### src/rtl/uart_command_parser.sv
// uart_command_parser: recognises the CD BA header and a 2-byte command in the
// UART byte stream, publishes the command, then forwards the image payload to
// the decoder through a small first-word-fall-through FIFO.
module uart_command_parser #(
   parameter int FIFO_DEPTH   = 16,
   parameter int IDLE_TIMEOUT = 1_000_000
) (
   input  logic       clk,
   input  logic       rst,
   input  logic [7:0] rx_data,
   input  logic       rx_valid,
   output logic [2:0] cmd_code,
   output logic       cmd_valid,
   output logic [7:0] byte_data,
   output logic       byte_valid,
   input  logic       byte_ready,
   input  logic       stream_done,
   output logic       stream_active,
   output logic       overflow
);

   localparam int AW = $clog2(FIFO_DEPTH);
   localparam int TW = $clog2(IDLE_TIMEOUT + 1);
   localparam logic [AW:0]   FULL_COUNT = (AW + 1)'(FIFO_DEPTH);
   localparam logic [TW-1:0] TIMER_LAST = TW'(IDLE_TIMEOUT - 1);

   typedef enum logic [2:0] {
      HUNT,
      HDR2,
      CMD1,
      CMD2,
      STREAM,
      DRAIN
   } state_t;

   state_t state;
   state_t state_next;

   logic [2:0]    pending;
   logic [7:0]    mem [FIFO_DEPTH];
   logic [AW-1:0] wr_ptr;
   logic [AW-1:0] rd_ptr;
   logic [AW:0]   count;
   logic [TW-1:0] idle_timer;

   logic cmd_byte_ok;
   logic cmd_accept;
   logic fifo_full;
   logic fifo_rd;
   logic fifo_wr_req;
   logic fifo_wr;

   // A command byte is a nibble 1..6 in the upper half and zero in the lower half
   assign cmd_byte_ok = (rx_data[3:0] == 4'h0) &&
                        (rx_data[7:4] >= 4'd1) && (rx_data[7:4] <= 4'd6);

   assign byte_data = mem[rd_ptr];

   // State register
   always_ff @(posedge clk) begin
      if (rst) begin
         state <= HUNT;
      end else begin
         state <= state_next;
      end
   end

   // Next-state logic: header/command decoding, then stream and drain phases
   always_comb begin
      state_next = state;
      case (state)
         HUNT: begin
            if (rx_valid && rx_data == 8'hCD) state_next = HDR2;
         end
         HDR2: begin
            if (rx_valid) begin
               if (rx_data == 8'hBA)      state_next = CMD1;
               else if (rx_data == 8'hCD) state_next = HDR2;
               else                       state_next = HUNT;
            end
         end
         CMD1: begin
            if (rx_valid) state_next = cmd_byte_ok ? CMD2 : HUNT;
         end
         CMD2: begin
            if (rx_valid) state_next = (rx_data == 8'hA0) ? STREAM : HUNT;
         end
         STREAM: begin
            if (stream_done || (!rx_valid && idle_timer == TIMER_LAST)) state_next = DRAIN;
         end
         DRAIN: begin
            if (count == '0) state_next = HUNT;
         end
         default: state_next = HUNT;
      endcase
   end

   // Output and FIFO-control decode; a read frees a slot so write+read when full is legal
   always_comb begin
      stream_active = (state == STREAM) || (state == DRAIN);
      byte_valid    = (count != '0);
      fifo_full     = (count == FULL_COUNT);
      fifo_rd       = byte_valid && byte_ready;
      fifo_wr_req   = (state == STREAM) && rx_valid;
      fifo_wr       = fifo_wr_req && (!fifo_full || fifo_rd);
      cmd_accept    = (state == CMD2) && rx_valid && (rx_data == 8'hA0);
   end

   // Command registers: pending nibble captured in CMD1, published on acceptance
   always_ff @(posedge clk) begin
      if (rst) begin
         pending   <= 3'd0;
         cmd_code  <= 3'd0;
         cmd_valid <= 1'b0;
      end else begin
         cmd_valid <= cmd_accept;
         if (state == CMD1 && rx_valid && cmd_byte_ok) pending <= rx_data[6:4];
         if (cmd_accept) cmd_code <= pending;
      end
   end

   // FIFO pointers, occupancy count and sticky overflow flag
   always_ff @(posedge clk) begin
      if (rst) begin
         wr_ptr   <= '0;
         rd_ptr   <= '0;
         count    <= '0;
         overflow <= 1'b0;
      end else begin
         if (fifo_wr) wr_ptr <= wr_ptr + AW'(1);
         if (fifo_rd) rd_ptr <= rd_ptr + AW'(1);
         if (fifo_wr && !fifo_rd)      count <= count + (AW + 1)'(1);
         else if (!fifo_wr && fifo_rd) count <= count - (AW + 1)'(1);
         if (fifo_wr_req && !fifo_wr)  overflow <= 1'b1;
      end
   end

   // FIFO storage; contents need no reset because byte_valid gates them
   always_ff @(posedge clk) begin
      if (fifo_wr) mem[wr_ptr] <= rx_data;
   end

   // Idle timer: runs only in STREAM, cleared by each received byte, saturates
   always_ff @(posedge clk) begin
      if (rst) begin
         idle_timer <= '0;
      end else if (state != STREAM || rx_valid) begin
         idle_timer <= '0;
      end else if (idle_timer != TIMER_LAST) begin
         idle_timer <= idle_timer + TW'(1);
      end
   end

endmodule

### config.mk
export PLATFORM = sky130hd
export DESIGN_NAME = uart_command_parser
export DESIGN_NICKNAME = d
export VERILOG_FILES = /design/src/rtl/uart_command_parser.sv
export SDC_FILE = /design/constraint.sdc
export NUM_CORES = 1
export LEC_CHECK = 0
export ABC_CLOCK_PERIOD_IN_PS = 6300
export CORE_ASPECT_RATIO = 0.6
export CORE_MARGIN = 1
export CORE_UTILIZATION = 42
export CTS_BUF_LIST = sky130_fd_sc_hd__clkbuf_16
export CTS_CLUSTER_DIAMETER = 30
export DETAILED_ROUTE_END_ITERATION = 8
export PLACE_DENSITY_LB_ADDON = 0.15
export SYNTH_ARGS = -nofsm -noshare
export SYNTH_HDL_FRONTEND = slang
export SYNTH_SLANG_ARGS = --single-unit
### constraint.sdc
create_clock -name clk -period 6.3 [get_ports clk]
set_input_delay 0.63 -clock clk [delete_from_list [all_inputs] [get_ports clk]]
set_output_delay 0.63 -clock clk [all_outputs]
set_load 0.01 [all_outputs]
==> results.ini <==
[run_status]
status = finished, final reports clean

[synthesis]
synth-edff-count = 128
synth_top_cell_by_area = edfxtp_1
async_flop_share = 0
syn_nets = 490
yosys-top-cells-area = edfxtp_1 53%, dfxtp_1 13%, mux4_2 12%
netlist_area_sq_mm = 0.00722
ys_types = 50
synth.mux.area_fraction = 0.136
ys_seq_area_frac = 0.665
syn_inst = 466
yosys_warnings = 0
syn_avg_cell_area_sq_um = 15.5
synthAdderAreaFrac = 0.0201
synth-simple-area-share = 0.103
synth-compound-area-share = 0.0340
synth_top_family_by_area = multiplexers
synth_flop_cell = edfxtp_1
ys_seq_elements = 176
synth_top_cell_area_share = 0.532
synth_xor_area_frac = 0.0230

[cells_and_area]
syn_to_final_growth_pct = 15.2
final_nets = 524
diodes = 0
design_area_sq_mm = 0.00832
fin_util = 0.503
drive_gt1_frac = 0.168
final_cell_mix = 128 x edfxtp_1, 49 x nor2_1, 47 x dfxtp_1, 40 x mux4_2, 27 x clkdlybuf4s50_1
final_common_cell = edfxtp_1

[die]
die_h_microns = 104
die_area_sq_mm = 0.0177
start_util = 0.437
ios = 28
die_x_microns = 171
rows = 36
core_area_sq_mm = 0.0165

[placement]
dpl.hpwl_mm = 9.88
globalplace.congestion = 0.769
portBuffers = 27
place_area_sq_mm = 0.00774
dp_slack_ns = 2.45

[clocking]
cts_tree = built
ctsHoldBuffers = 0
cts_buffers = 17
clk_pin_slew_ns = 0.07
clk_latency_ns = 0.42
cts_resized = 0
clockRootBuffer = clkbuf_16
postCtsSetupBuffers = 0
htreeDepth = 4
clock-sinks = 176
cts_buffer_depth = 2

[sta]
rsz0062_at_grt = false
slew_violations = 0
period_share = 0.566
fmax_ghz = 0.281
setup_violations = 0
final-hold-violation-count = 0
period_needed_ns = 3.56
skew_ns = 0.00884
setup_slack_ns = 2.74
finalSetupTns_ns = 0
slew_headroom = 0.303
timing_worst_slew_pin_value_ns = 1.04

[drt]
firstDrtPassIters = 5
drt-initial-drc-count = 397
routed_via_density = 5.39
wl_per_cell_microns = 20.3
routed_wl_mm = 15.0
ant_nets = 0
vias = 3992
post-route-drc-count = 0

[critical_path]
critPathMaxFanout = 32
cp-start-kind = flip-flop
crit_chain = buf_4 > mux4_2 > mux4_2 > clkdlybuf4s50_1
crit_slowest_cell = mux4_2
cp_common_cell = mux4_2
crit_required_ns = 5.67
path_delay_family = multiplexers
critPathCaptureType = primary output
path_buf_inv = 2
critPathKind = reg -> out
cp.arrival_ns = 2.93
cpPeakStageDelay_ns = 0.65

[global_route]
antenna_found_initial = 0
grt_pass1_vias = 3954
grt_max_degree = 33
grtUsageTotal = 0.183
grt_pass1_wl_mm = 23.3
grt-ovfl-total = 0

[power_and_ir_drop]
p_leak_uw = 0.00260
p_per_area_mw_per_mm2 = 278
ir_drop_uv = 183
p_total_uw = 2310

[hold_path]
hold_class = reg -> reg

[run]
maxCapViolations = 0

[flip-flops by register name (all words and copies together) (netlist names), named ones only]
| register | count |
|---|---|
| rd_ptr | 4 |
| pending | 3 |
| mem | 128 |
| cmd_code | 3 |
| overflow | 1 |
| idle_timer | 20 |
| count | 5 |
| wr_ptr | 4 |
| state | 3 |
| cmd_valid | 1 |
[stage by stage]
stage / std cells / hold slack, ns
after floorplan: 466 / 0.444
after global placement: 709 / 0.446
after detailed placement: 709 / 0.454
after CTS: 741 / 0.469
after global routing: 741 / 0.483
final: 741 / 0.466
[cell usage after synthesis, types with 2 or more instances]
cell / n
dfxtp_1: 48
and4_1: 4
buf_1: 2
or4_1: 2
nand2_1: 18
a21oi_1: 18
nand4bb_1: 2
xor2_1: 9
nand3b_1: 2
nor4_1: 4
nor2_1: 49
edfxtp_1: 128
nand3_1: 16
or3_1: 9
ha_1: 10
o21bai_1: 2
nor3_1: 13
o21ai_0: 10
buf_2: 3
mux2i_1: 8
clkbuf_1: 12
nand4_1: 5
a31oi_1: 3
mux4_2: 40
buf_6: 3
a21o_1: 2
inv_1: 10
nand2b_1: 3
xnor2_1: 10
[worst min-delay path, stage by stage, from the launching register on]
cell and delay (ns):
dfxtp_1 0.31, nand2_1 0.05, a21oi_1 0.05
[final timing paths]
| path | startpoint | to | slack [ns] | cells after the start |
|---|---|---|---|---|
| setup / recovery | flip-flop | byte_data[2] | 2.74 | 4 |
| hold reg to reg | cmd_code[1] | cmd_code[1] | 0.47 | 2 |
| setup reg to reg | count[0] | count[4] | 3.07 | 12 |
| hold / removal | cmd_code[1] | cmd_code[1] | 0.47 | 2 |
[cells by family (layout without fill, tap and decap cells)]
| family | Yosys count | count (layout) |
|---|---|---|
| flip-flops | 176 | 176 |
| adder cells (fa/ha/maj) | 11 | 11 |
| AND/OR/NAND/NOR | 141 | 141 |
| AO/OA/AOI/OAI | 41 | 41 |
| multiplexers | 48 | 48 |
| XOR/XNOR | 19 | 19 |
| buffers and inverters | 30 | 77 |
[power by group]
part / switching (uW) / total [uW] / internal, uW / leakage, uW
Clock: 450 / 1040 / 589 / 0.000287
Combinational: 23.1 / 32.5 / 9.38 / 0.000780
Sequential: 0.0478 / 1240 / 1240 / 0.00154
Total: 473 / 2310 / 1840 / 0.00260
[area by class of cell]
type / instances / area, sq um
Clock inverter: 15 / 155
Inverter: 10 / 37.5
Clock buffer: 17 / 425
Tap cell: 228 / 285
Multi-Input combinational cell: 260 / 2280
Fill cell: 1385 / 8210
Sequential cell: 176 / 4810
Timing Repair Buffer: 35 / 330
[per-layer routing]
metal,share of wire,global-route usage,up-vias
met2,0.43,0.252,76
li1,-,-,1872
met5,0,0,-
met4,0.0067,0.0478,0
met1,0.51,0.287,2037
met3,0.053,0.0420,7
(Power assumes the default switching activity.)
